===== src/rtl/fft_frame_controller.sv =====
`default_nettype none
// ============================================================================
// Module      : fft_frame_controller
// Description : Frame sequencing FSM between a sample source and a streaming
//               FFT core: load, process watchdog, unload length check.
// Revision    : 1.0 - initial release
// ============================================================================
module fft_frame_controller #(
    parameter int NFFT_LOG2   = 10,
    parameter int SCALE_W     = 10,
    parameter int TIMEOUT_W   = 16,
    parameter int TIMEOUT_CYC = 40000,
    parameter int FRAME_W     = 16
) (
    input  logic                 clock,
    input  logic                 reset,
    input  logic                 ready,
    input  logic                 mode_cont,
    input  logic                 go,
    input  logic [SCALE_W-1:0]   scale_sch_in,
    input  logic                 clear_err,
    input  logic                 e_done_fft_core,
    input  logic                 dv_fft_core,
    output logic                 sclr_fft_core,
    output logic                 scale_sch_we_fft_core,
    output logic [SCALE_W-1:0]   scale_sch_fft_core,
    output logic                 start_fft_core,
    output logic                 unload_fft_core,
    output logic                 load_en,
    output logic [NFFT_LOG2-1:0] load_idx,
    output logic                 frame_done,
    output logic [FRAME_W-1:0]   frame_cnt,
    output logic                 busy,
    output logic                 timeout_err,
    output logic                 len_err
);

    typedef enum logic [3:0] {
        RESET_ST    = 4'd0,
        SET_SCALING = 4'd1,
        START_FFT   = 4'd2,
        LOAD_FFT    = 4'd3,
        WAIT_PROC   = 4'd4,
        UNLOAD_EN   = 4'd5,
        WAIT_DV     = 4'd6,
        UNLOAD      = 4'd7,
        ERROR_ST    = 4'd8
    } state_t;

    localparam logic [NFFT_LOG2-1:0] c_IDX_ONE  = NFFT_LOG2'(1);
    localparam logic [NFFT_LOG2-1:0] c_IDX_LAST = '1;
    localparam logic [NFFT_LOG2:0]   c_UCNT_ONE = (NFFT_LOG2 + 1)'(1);
    localparam logic [NFFT_LOG2:0]   c_N        = {1'b1, {NFFT_LOG2{1'b0}}};
    // Unload count stops at N+1 so an over-long burst never wraps back onto N.
    localparam logic [NFFT_LOG2:0]   c_N_PLUS1  = c_N + c_UCNT_ONE;
    localparam logic [TIMEOUT_W-1:0] c_WD_ONE   = TIMEOUT_W'(1);
    localparam logic [TIMEOUT_W-1:0] c_WD_LAST  = TIMEOUT_W'(TIMEOUT_CYC - 1);
    localparam logic [FRAME_W-1:0]   c_FCNT_ONE = FRAME_W'(1);

    state_t                 state_q, state_d;
    logic [NFFT_LOG2-1:0]   idx_q, idx_d;
    logic [TIMEOUT_W-1:0]   wd_q, wd_d;
    logic [NFFT_LOG2:0]     ucnt_q, ucnt_d;
    logic [SCALE_W-1:0]     scale_q, scale_d;
    logic [FRAME_W-1:0]     fcnt_q, fcnt_d;
    logic                   terr_q, terr_d;
    logic                   lerr_q, lerr_d;

    logic                   sclr_d_o;
    logic                   we_d_o;
    logic                   start_d_o;
    logic                   unload_d_o;
    logic                   load_en_d_o;
    logic                   busy_d_o;
    logic                   fdone_d_o;

    always_ff @(posedge clock) begin
        if (!reset) begin
            state_q <= RESET_ST;
            idx_q   <= '0;
            wd_q    <= '0;
            ucnt_q  <= '0;
            scale_q <= '0;
            fcnt_q  <= '0;
            terr_q  <= 1'b0;
            lerr_q  <= 1'b0;
        end else begin
            state_q <= state_d;
            idx_q   <= idx_d;
            wd_q    <= wd_d;
            ucnt_q  <= ucnt_d;
            scale_q <= scale_d;
            fcnt_q  <= fcnt_d;
            terr_q  <= terr_d;
            lerr_q  <= lerr_d;
        end
    end

    always_comb begin
        state_d     = state_q;
        idx_d       = '0;
        wd_d        = '0;
        ucnt_d      = ucnt_q;
        scale_d     = scale_q;
        fcnt_d      = fcnt_q;
        // Clear first so a set in the same cycle below takes priority.
        terr_d      = clear_err ? 1'b0 : terr_q;
        lerr_d      = clear_err ? 1'b0 : lerr_q;
        sclr_d_o    = 1'b0;
        we_d_o      = 1'b0;
        start_d_o   = 1'b0;
        unload_d_o  = 1'b0;
        load_en_d_o = 1'b0;
        busy_d_o    = 1'b0;
        fdone_d_o   = 1'b0;

        case (state_q)
            RESET_ST: begin
                sclr_d_o = 1'b1;
                state_d  = SET_SCALING;
            end
            SET_SCALING: begin
                we_d_o  = 1'b1;
                scale_d = scale_sch_in;
                if (ready && (mode_cont || go)) begin
                    state_d = START_FFT;
                end
            end
            START_FFT: begin
                start_d_o   = 1'b1;
                load_en_d_o = 1'b1;
                busy_d_o    = 1'b1;
                idx_d       = c_IDX_ONE;
                state_d     = LOAD_FFT;
            end
            LOAD_FFT: begin
                load_en_d_o = 1'b1;
                busy_d_o    = 1'b1;
                if (idx_q == c_IDX_LAST) begin
                    state_d = WAIT_PROC;
                end else begin
                    idx_d = idx_q + c_IDX_ONE;
                end
            end
            WAIT_PROC: begin
                busy_d_o = 1'b1;
                wd_d     = wd_q + c_WD_ONE;
                if (e_done_fft_core) begin
                    state_d = UNLOAD_EN;
                end else if (wd_q == c_WD_LAST) begin
                    state_d = ERROR_ST;
                end
            end
            UNLOAD_EN: begin
                unload_d_o = 1'b1;
                busy_d_o   = 1'b1;
                state_d    = WAIT_DV;
            end
            WAIT_DV: begin
                busy_d_o = 1'b1;
                wd_d     = wd_q + c_WD_ONE;
                if (dv_fft_core) begin
                    ucnt_d  = c_UCNT_ONE;
                    state_d = UNLOAD;
                end else if (wd_q == c_WD_LAST) begin
                    state_d = ERROR_ST;
                end
            end
            UNLOAD: begin
                busy_d_o = 1'b1;
                if (dv_fft_core) begin
                    if (ucnt_q != c_N_PLUS1) begin
                        ucnt_d = ucnt_q + c_UCNT_ONE;
                    end
                end else begin
                    fdone_d_o = 1'b1;
                    fcnt_d    = fcnt_q + c_FCNT_ONE;
                    if (ucnt_q != c_N) begin
                        lerr_d = 1'b1;
                    end
                    state_d = (mode_cont && ready) ? START_FFT : SET_SCALING;
                end
            end
            ERROR_ST: begin
                sclr_d_o = 1'b1;
                terr_d   = 1'b1;
                state_d  = RESET_ST;
            end
            default: begin
                state_d = RESET_ST;
            end
        endcase
    end

    assign sclr_fft_core         = sclr_d_o;
    assign scale_sch_we_fft_core = we_d_o;
    assign scale_sch_fft_core    = scale_q;
    assign start_fft_core        = start_d_o;
    assign unload_fft_core       = unload_d_o;
    assign load_en               = load_en_d_o;
    assign load_idx              = idx_q;
    assign frame_done            = fdone_d_o;
    assign frame_cnt             = fcnt_q;
    assign busy                  = busy_d_o;
    assign timeout_err           = terr_q;
    assign len_err               = lerr_q;

endmodule
`default_nettype wire


===== config.mk =====
export PLATFORM = sky130hd
export DESIGN_NAME = fft_frame_controller
export DESIGN_NICKNAME = d
export VERILOG_FILES = /design/src/rtl/fft_frame_controller.sv
export SDC_FILE = /design/constraint.sdc
export NUM_CORES = 1
export LEC_CHECK = 0
export BUFFER_PORTS_ARGS = -buffer_cell sky130_fd_sc_hd__buf_2
export CAP_MARGIN = 20
export CORE_UTILIZATION = 39
export DETAILED_ROUTE_END_ITERATION = 10
export SLEW_MARGIN = 0
export SYNTH_ARGS = -nofsm -noshare
export SYNTH_HDL_FRONTEND = slang
export SYNTH_SLANG_ARGS = --single-unit

===== constraint.sdc =====
create_clock -name clock -period 1.55 [get_ports clock]
set_input_delay 0.2325 -clock clock [delete_from_list [all_inputs] [get_ports clock]]
set_output_delay 0.2325 -clock clock [all_outputs]
set_load 0.02 [all_outputs]

# Yosys cells after proc, flatten, opt, wreduce, memory -nomap -nowiden

Index checks and enable logic that the tools add are counted.

Input bits: 18
Flip-flop bits (word level): 69
Memory bits (read-only): 0
Memories: 0
Word-level logic and storage cells: 73
Bits in writable memories: 0
Bits in latches: 0

Reduce and logical (&&, ||, !) cells: 14
Bitwise operators: 1
Equality and inequality tests: 18
Shifts and indexed selects: 0
Mux-type cells: 28
Add/subtract/negate cells: 4
Multiply operators: 0
Order comparisons: 0
Div/mod/pow operators: 0

Operator list:

| kind                                          | number |
|---|---|
| 2-to-1 mux 11 bit                             | 3 |
| adder 16 x 1 -> 16 bit, second input constant | 2 |
| case mux 4 bit (8 select lines)               | 1 |
| 2-to-1 mux 4 bit                              | 6 |
| != test 11 bit, second input constant         | 2 |
| case mux 11 bit (2 select lines)              | 1 |
| case mux 10 bit (2 select lines)              | 1 |
| == test 16 bit, second input constant         | 1 |
| == test 4 x 3 -> 1 bit, second input constant | 4 |
| 2-to-1 mux 1 bit                              | 14 |
| != test 2 bit, second input constant          | 6 |
| adder 11 x 1 -> 11 bit, second input constant | 1 |
| adder 10 x 1 -> 10 bit, second input constant | 1 |
| == test 10 bit, second input constant         | 1 |
| 2-to-1 mux 10 bit                             | 1 |
| == test 4 x 2 -> 1 bit, second input constant | 2 |
| OR reduction 2 bit                            | 3 |
| OR reduction 6 bit                            | 1 |
| == test 4 x 1 -> 1 bit, second input constant | 1 |
| == test 4 bit, second input constant          | 1 |
| zero test 4 bit                               | 1 |
| AND reduction 2 bit                           | 2 |
| AND reduction 4 bit                           | 1 |
| nonzero test 2 bit                            | 2 |
| other kinds (5)                               | 6 |

# Logic depth before layout (Yosys ltp)

Gate-level depths: netlist of run 1.

Word-level depth: 4
Gate-level depth with buffers: 8
Depth with buffers taken out: 7

# Worst setup path after synthesis of run 1

OpenSTA, ideal clock, no wires.

Path type: reg2reg
Start: register idx_q[0], in the netlist load_idx[0]
End: register state_q[0]
Arrival time: 1504 ps
Required time: 1425 ps
Stages on the path, launching flop included: 5
Clock period less this slack: 1629 ps
Slack: -79 ps
Path buffers: 0
Path through: dfxtp_1 -> ha_1 -> nand3_1 -> o31a_1 -> o41a_1

Cells in the longest elaborated chain, start to end: 3

RTL lines:

| what                                 | RTL line | text |
|---|---|---|
| from (decl)                          | 61       | `logic [NFFT_LOG2-1:0] idx_q, idx_d;` |
| from (signal assigned)               | 89       | `idx_q <= idx_d;` |
| == test 10 bit                       | 139      | `if (idx_q == c_IDX_LAST) begin` |
| != test 2 bit (no source line)       | --       |  |
| AND reduction 3 bit (no source line) | --       |  |
| to (signal assigned)                 | 88       | `state_q <= state_d;` |
| to (decl)                            | 60       | `state_t state_q, state_d;` |

Every way passes these cells.
A chain may end at the register's enable or synchronous reset.

# Final worst setup path of run 1

Start: register wd_q[0]
End: register state_q[1]

Cells in the longest elaborated chain, start to end: 4

RTL lines:

| what                                | RTL line | text |
|---|---|---|
| from (decl)                         | 62       | `logic [TIMEOUT_W-1:0] wd_q, wd_d;` |
| from (signal assigned)              | 90       | `wd_q <= wd_d;` |
| == test 16 bit (*)                  | 150, 165 |  |
| 2-to-1 mux 4 bit (*)                | --       |  |
| 2-to-1 mux 4 bit (on tied branches) | --       |  |
| case mux 4 bit (8 select lines) (*) | --       |  |

Mark *: on every way between the ends. The rest lies on a longest branch, timed or not.

==> impl_results.md, run 1 <==
* Worst Max-Slew Pin Slew at 358.7 ps
* CP startpoint: wd_q[0]
* Crit share post-route at 1.023
* CTS clk-pin slew, worst paths at 70 ps
* Final Hold Fails at 0
* Placed instance count at 552
* WP buf/inv at 0
* Syn Nets at 390
* Slowest CP cell: dfxtp_2
* Mux share of post-synthesis cell area at 0.003534
* RSZ-0062 raised after global routing: true
* Final Core Density at 0.5522
* Wire length of the first global-routing pass at 12090 µm
* Post-Synthesis Cells at 366
* First DRT Iteration DRCs at 93
* Seq/Total Area, Yosys at 0.4335
* CP dominant cell by count: and3_4
* Register area at 0.001410 mm²
* Switching power at 1.084 mW
* CP Depth at 6
* Row cnt at 32
* Initial Util at 0.4082
* Initial antenna violation count at 0
* CTS H-tree depth at 3
* Root buf cell: clkbuf_8
* Drt total wl at 7276 µm
* Routed vias/inst at 4.801
* Failing checks: negative setup slack
* Required @ worst endpoint at 1780 ps
* Die Wd at 92.40 µm
* Final Max Tran Viols at 0
* Post-DP HPWL at 5077 µm
* Worst R2R Path Depth at 6
* Nets at 495
* YS warnings at 0
* Net Sw Frac at 0.2820
* Min Clock Period, post-route at 1585 ps
* Hold path depth at 3
* Flop pwr share at 0.486
* Final WS setup at -34.90 ps
* Crit path cell chain: ha_2 > and3_4 > and3_4 > a31oi_2 > nor4_2 > o21ai_1
* Critical Path Fanout Max at 4
* CTS Buf Count at 9
* Largest family of logic cells by synthesized area: simple AND/OR/NAND/NOR gates
* Final RePlAce weighted congestion at 0.8120
* Antenna violation net count after detailed routing at 0
* Cell internal pwr at 2.761 mW
* Worst Setup Start Kind: flip-flop
* Clock Skew at 7.460 ps
* Power share of the clock group at 0.331
* Die Area at 0.008537 mm²
* CTS sink count at 69
* Max_cap viols at 0
* Number of fill cells at 734
* Gr usage total at 0.1783
* Pleak at 1.793 nW
* Port bufs at 62
* Area grow syn2layout at 35.30%
* R2r setup slk at -30 ps
* Largest net degree at the start of global routing at 31
* Multi-input gate area at 0.001857 mm²
* Synthesis-stage register bit count at 69
* FF-to-FF Start: wd_q[0]
* Clock insertion delay at the later pin of the skew report at 340 ps
* CP delay by family, top: simple AND/OR/NAND/NOR gates
* Comb pwr share at 0.183
* Max Clk Rate at 631.0 MHz
* Routed len/inst at 12.61 µm
* Final setup fails at 2
* Vias in the first global route at 2708
* CP endpoint kind: flip-flop
* Synth Area in XOR/XNOR at 0.1154
* Status: finished with violations
* Residual DRC count at 0
* Drt pass-1 iters at 4
* Maximum VDD drop at 0.0004143 V
* Post-synthesis adder-cell area fraction at 0.02356
* Share of layout cells above drive strength 1 at 0.3705
* CTS max path bufs at 2
* Syn_area_per_cell at 8.707 µm²
* Min-Delay Startpoint: scale_sch_in[5]
* CP peak stage delay at 340 ps
* Diodes inserted at 0
* Hold Buf Count CTS at 0
* Vias at 2770
* Hold Path Class: primary input to flip-flop
* Post-synthesis compound-gate area fraction at 0.08481
* CTS tree: built
* Synthesized area at 0.003187 mm²
* Final std cells w/o fill at 577
* Gr ovfl total at 0
* Num ports at 63
* Core box area at 0.007807 mm²
* Simple logic cell fraction of the synthesized area at 0.3121
* Cell Pwr Density at 891.7 mW/mm²
* Kind of critical path: flip-flop to flip-flop
* Synth cell types at 46
* Die height at 92.40 µm
* Rel. slew slack at 0.7609
* Arrival @ worst endpoint at 1810 ps
[cell type report]
| class | count | share of cell area |
|---|---|---|
| Clock buffer | 11 | 0.03279 |
| Tap cell | 102 | 0.02960 |
| Multi-Input combinational cell | 275 | 0.4306 |
| Inverter | 9 | 0.008416 |
| Clock inverter | 4 | 0.005804 |
| Timing Repair Buffer | 107 | 0.1657 |
| Sequential cell | 69 | 0.3270 |
[cell usage after synthesis (all sizes together)]
cell type,instances,area (µm²)
o21bai,1,7.510
o31a,1,8.760
o2111ai,1,8.760
clkbuf,10,37.54
nand2b,4,25.02
o21a,3,22.52
nor4bb,1,10.01
o21ai,7,35.03
or4,1,11.26
nand4,7,50.05
and4,4,35.03
and4bb,1,12.51
nand3b,1,7.510
nor2,44,167.7
o211ai,1,7.510
nand2,46,172.7
or2,1,6.260
a21boi,13,97.59
o41a,1,11.26
and3,11,68.82
xnor2,27,236.5
nor3,6,45.04
ha,6,75.07
buf,3,15.01
nand4b,1,8.760
a31oi,1,6.260
and2,19,118.9
or3,5,31.28
nor3b,2,15.01
a211oi,1,7.510
and4b,1,10.01
mux2,1,11.26
nor4b,3,32.53
nor2b,7,43.79
inv,9,33.78
o31ai,1,12.51
dfxtp,69,1381
nor4,2,27.53
nand3,19,95.09
a21oi,9,45.04
xor2,15,131.4
[flip-flops by register name (all words and copies together) (netlist names)]
signal,flops
scale_sch_fft_core,10
frame_cnt,16
load_idx,10
ucnt_q,11
len_err,1
timeout_err,1
state_q,4
wd_q,16
[power groups by stage]
stage	Sequential, mW	Combinational (mW)	Clock, mW
floorplan	1.94	0.280	0
global placement	1.90	0.538	0
detailed placement	1.90	0.544	0
CTS	1.87	0.618	1.32
global route	1.88	0.757	1.39
finish	1.87	0.703	1.27
[routing by layer]
layer	global-route usage	share of wire
met2	0.2864	0.47
met1	0.2243	0.47
met4	0.08724	0.018
met5	0	0
met3	0.04023	0.038
[final timing paths]
| path | endpoint |
|---|---|
| setup / recovery | state_q[1] |
| hold / removal | scale_sch_fft_core[5] |
| setup reg to reg | state_q[1] |
| hold reg to reg | scale_sch_fft_core[5] |
[cells by family (layout without fill, tap and decap cells)]
kind of cell,after synthesis,in the layout
XOR/XNOR,42,42
multiplexers,1,1
buffers and inverters,22,131
flip-flops,69,69
AND/OR/NAND/NOR,186,186
AO/OA/AOI/OAI,40,40
adder cells (fa/ha/maj),6,6
[what timing repair did]
item / in CTS / in global routing
pin swaps: 3 / 19
setup buffers: 3 / 7
endpoints found under the setup margin: 14 / 34
resized for setup: 32 / 34
[metrics by stage]
stage,total power [mW],TNS [ps],instance area [µm²],worst slack [ps],hold WS [ps]
floorplan,2.222,0,3198,5.705,377.4
global placement,2.440,0,3859,7.193,447.2
detailed placement,2.446,-30.47,3859,-14.86,454.3
CTS,3.802,-13.17,4146,-9.863,115.6
global route,4.023,-1027,4312,-137.0,135.1
finish,3.845,-38.01,4312,-34.90,132.3
[cells in the final DEF (no fill, tap or decap), types with 6 or more instances in the layout]
master / synthesis / layout
buf_2: 3 / 57
nand2_1: 46 / 43
nand4_1: 6 / 6
nor2b_1: 7 / 6
dfxtp_2: 0 / 11
and3_1: 11 / 8
buf_4: 0 / 38
buf_6: 0 / 11
a21boi_0: 13 / 13
dfxtp_1: 69 / 54
nor2_1: 43 / 38
xnor2_1: 27 / 27
inv_1: 9 / 7
nand3_1: 19 / 18
clkbuf_8: 0 / 10
xor2_1: 15 / 15
a21oi_1: 9 / 8
and2_1: 19 / 17
[tightest hold or removal path: cells and delay by family]
kind,cells,cell delay [ps]
buffers and inverters,1,90
AOI/OAI and AO/OA,1,60
and+or+nand+nor,1,40
No activity file was read; power rests on OpenSTA's default activity.
==> run 2: changes to the inputs <==
- CELL_PAD_IN_SITES_DETAIL_PLACEMENT: not set -> 0
- CELL_PAD_IN_SITES_GLOBAL_PLACEMENT: not set -> 1
- CORE_UTILIZATION: 39 -> 37
- PLACE_DENSITY_LB_ADDON: not set -> 0.1
==> run 2 against run 1 <==
The flow still finishes with violations (negative setup slack). Core utilization shrank 2.5 points. Non-clock buffer count increased by 7. Critical path depth shrank 2. Hold slack worse by 3.1 ps. Sequential share of layout area decreased by 0.41 points. Setup slack improved by 26 ps. Clock skew rose by 2.3 ps. Critical path type is now flip-flop to output pin. Critical endpoint is now unload_fft_core. Via count rose by 0.69%. Final area up 0.99%. Total power is 4.1% higher. Wire length down 0.63%.
==> impl_results.md, run 2 (synthesis results as in run 1) <==
* Diodes inserted at 0
* CTS Buf Count at 9
* Max_cap viols at 0
* Worst Max-Slew Pin Slew at 266.9 ps
* Gr ovfl total at 0
* RSZ-0062 raised after global routing: true
* Root buf cell: clkbuf_8
* Number of fill cells at 826
* Cell Pwr Density at 919.5 mW/mm²
* Die height at 94.81 µm
* Final setup fails at 2
* Status: finished with violations
* Share of layout cells above drive strength 1 at 0.3602
* Row cnt at 33
* Routed vias/inst at 4.743
* Area grow syn2layout at 36.63%
* Final Hold Fails at 0
* Residual DRC count at 0
* Min Clock Period, post-route at 1559 ps
* Worst Setup Start Kind: flip-flop
* Crit share post-route at 1.006
* Clock insertion delay at the later pin of the skew report at 350 ps
* Failing checks: negative setup slack
* Slowest CP cell: dfxtp_4
* CP delay by family, top: flip-flops
* Max Clk Rate at 641.4 MHz
* CP peak stage delay at 410 ps
* Final RePlAce weighted congestion at 0.7839
* Clock Skew at 9.736 ps
* CTS sink count at 69
* Crit path cell chain: buf_6 > nand2b_4 > nor3b_4 > buf_6
* Core box area at 0.008258 mm²
* Largest net degree at the start of global routing at 30
* Die Area at 0.008988 mm²
* Required @ worst endpoint at 1320 ps
* Setup TNS Final at -16.13 ps
* Initial Util at 0.3859
* Routed len/inst at 12.30 µm
* Maximum VDD drop at 0.0006729 V
* CTS clk-pin slew, worst paths at 70 ps
* CP dominant cell by count: buf_6
* Vias at 2789
* Final WS setup at -8.982 ps
* Hold Buf Count CTS at 0
* Num ports at 63
* Post-DP HPWL at 5117 µm
* WP buf/inv at 2
* Nets at 502
* CTS max path bufs at 2
* Port bufs at 62
* Kind of critical path: flip-flop to output pin
* Rel. slew slack at 0.8195
* CTS H-tree depth at 3
* First DRT Iteration DRCs at 77
* Die Wd at 94.81 µm
* Final Core Density at 0.5273
* Vias in the first global route at 2658
* Pre-CTS setup slack at -38.22 ps
* CTS tree: built
* Hold Path Class: primary input to flip-flop
* Arrival @ worst endpoint at 1330 ps
* Gr usage total at 0.1739
* Drt pass-1 iters at 4
* Pleak at 1.846 nW
* Initial antenna violation count at 0
* Antenna violation net count after detailed routing at 0
* Drt total wl at 7230 µm
* Final Max Tran Viols at 0
* Wire length of the first global-routing pass at 12030 µm
* Critical Path Fanout Max at 7
* CP endpoint kind: output pin
* Commonest cells after routing, fill and taps aside: 57 x dfxtp_1, 57 x buf_2, 46 x buf_4
## run 2: changes by cell type in the layout (fill, tap and decap cells not counted), moves of 2 or more
cell	before	now
buf_4	38	46
clkinv_4	0	2
clkinvlp_4	2	0
dfxtp_1	54	57
dfxtp_2	11	8
nor2_1	38	41
nor2_2	5	2
## run 2: routing by layer
metal / global-route usage / up-vias / share of wire
li1: - / 1456 / -
met1: 0.2268 / 1268 / 0.50
met2: 0.2704 / 52 / 0.44
met3: 0.03865 / 13 / 0.034
met4: 0.08333 / 0 / 0.022
met5: 0 / - / 0
## run 2: metrics by stage
| step | area [µm²] | instances | total power [mW] | hold slack [ps] |
|---|---|---|---|---|
| 3_3_place_gp | 3900 | 560 | 2.452 | 448.2 |
| 3_5_place_dp | 3900 | 560 | 2.450 | 454.0 |
| 6_report | 4354 | 588 | 4.004 | 129.2 |
| 5_1_grt | 4354 | 588 | 4.203 | 132.0 |
| 2_1_floorplan | 3198 | 366 | 2.222 | 377.4 |
| 4_1_cts | 4220 | 580 | 4.013 | 110.7 |
## run 2: area by class of cell
| cell class | count | area [µm²] | share of cell area |
|---|---|---|---|
| tap | 105 | 131.4 | 0.03017 |
| inverter | 9 | 36.28 | 0.008333 |
| clock inverter | 6 | 62.56 | 0.01437 |
| sequential | 69 | 1406 | 0.3230 |
| clock buffer | 10 | 137.6 | 0.03161 |
| timing repair buffer | 114 | 763.2 | 0.1753 |
| multi-input combinational | 275 | 1817 | 0.4172 |
## run 2: worst paths after layout
check                   startpoint                    end  slack [ps]  cells past startpoint
max                     state_q[2]        unload_fft_core          -9                      4
min                scale_sch_in[7]  scale_sch_fft_core[7]         130                      3
max reg2reg             state_q[3]              ucnt_q[4]          30                      6
min reg2reg  scale_sch_fft_core[4]  scale_sch_fft_core[4]         460                      2
## run 2: report_power, final
group          internal, mW  switching (mW)  total [mW]
combinational         0.295           0.353       0.648
clock                 0.784           0.697        1.48
sequential             1.83          0.0479        1.87
## run 2: what timing repair did
item,CTS,global route
resized for setup,30,23
pin swaps,4,8
endpoints found under the hold margin,0,0
setup buffers,4,8
gates cloned,0,0
setup endpoints to repair,12,29
## run 2: worst reg2reg max path: cells and delay by family (launching register included)
family	cells	cell delay (ps)
DFF	1	380
buffers and inverters	1	130
xor gates and xnor gates	1	130
and+or+nand+nor	4	780
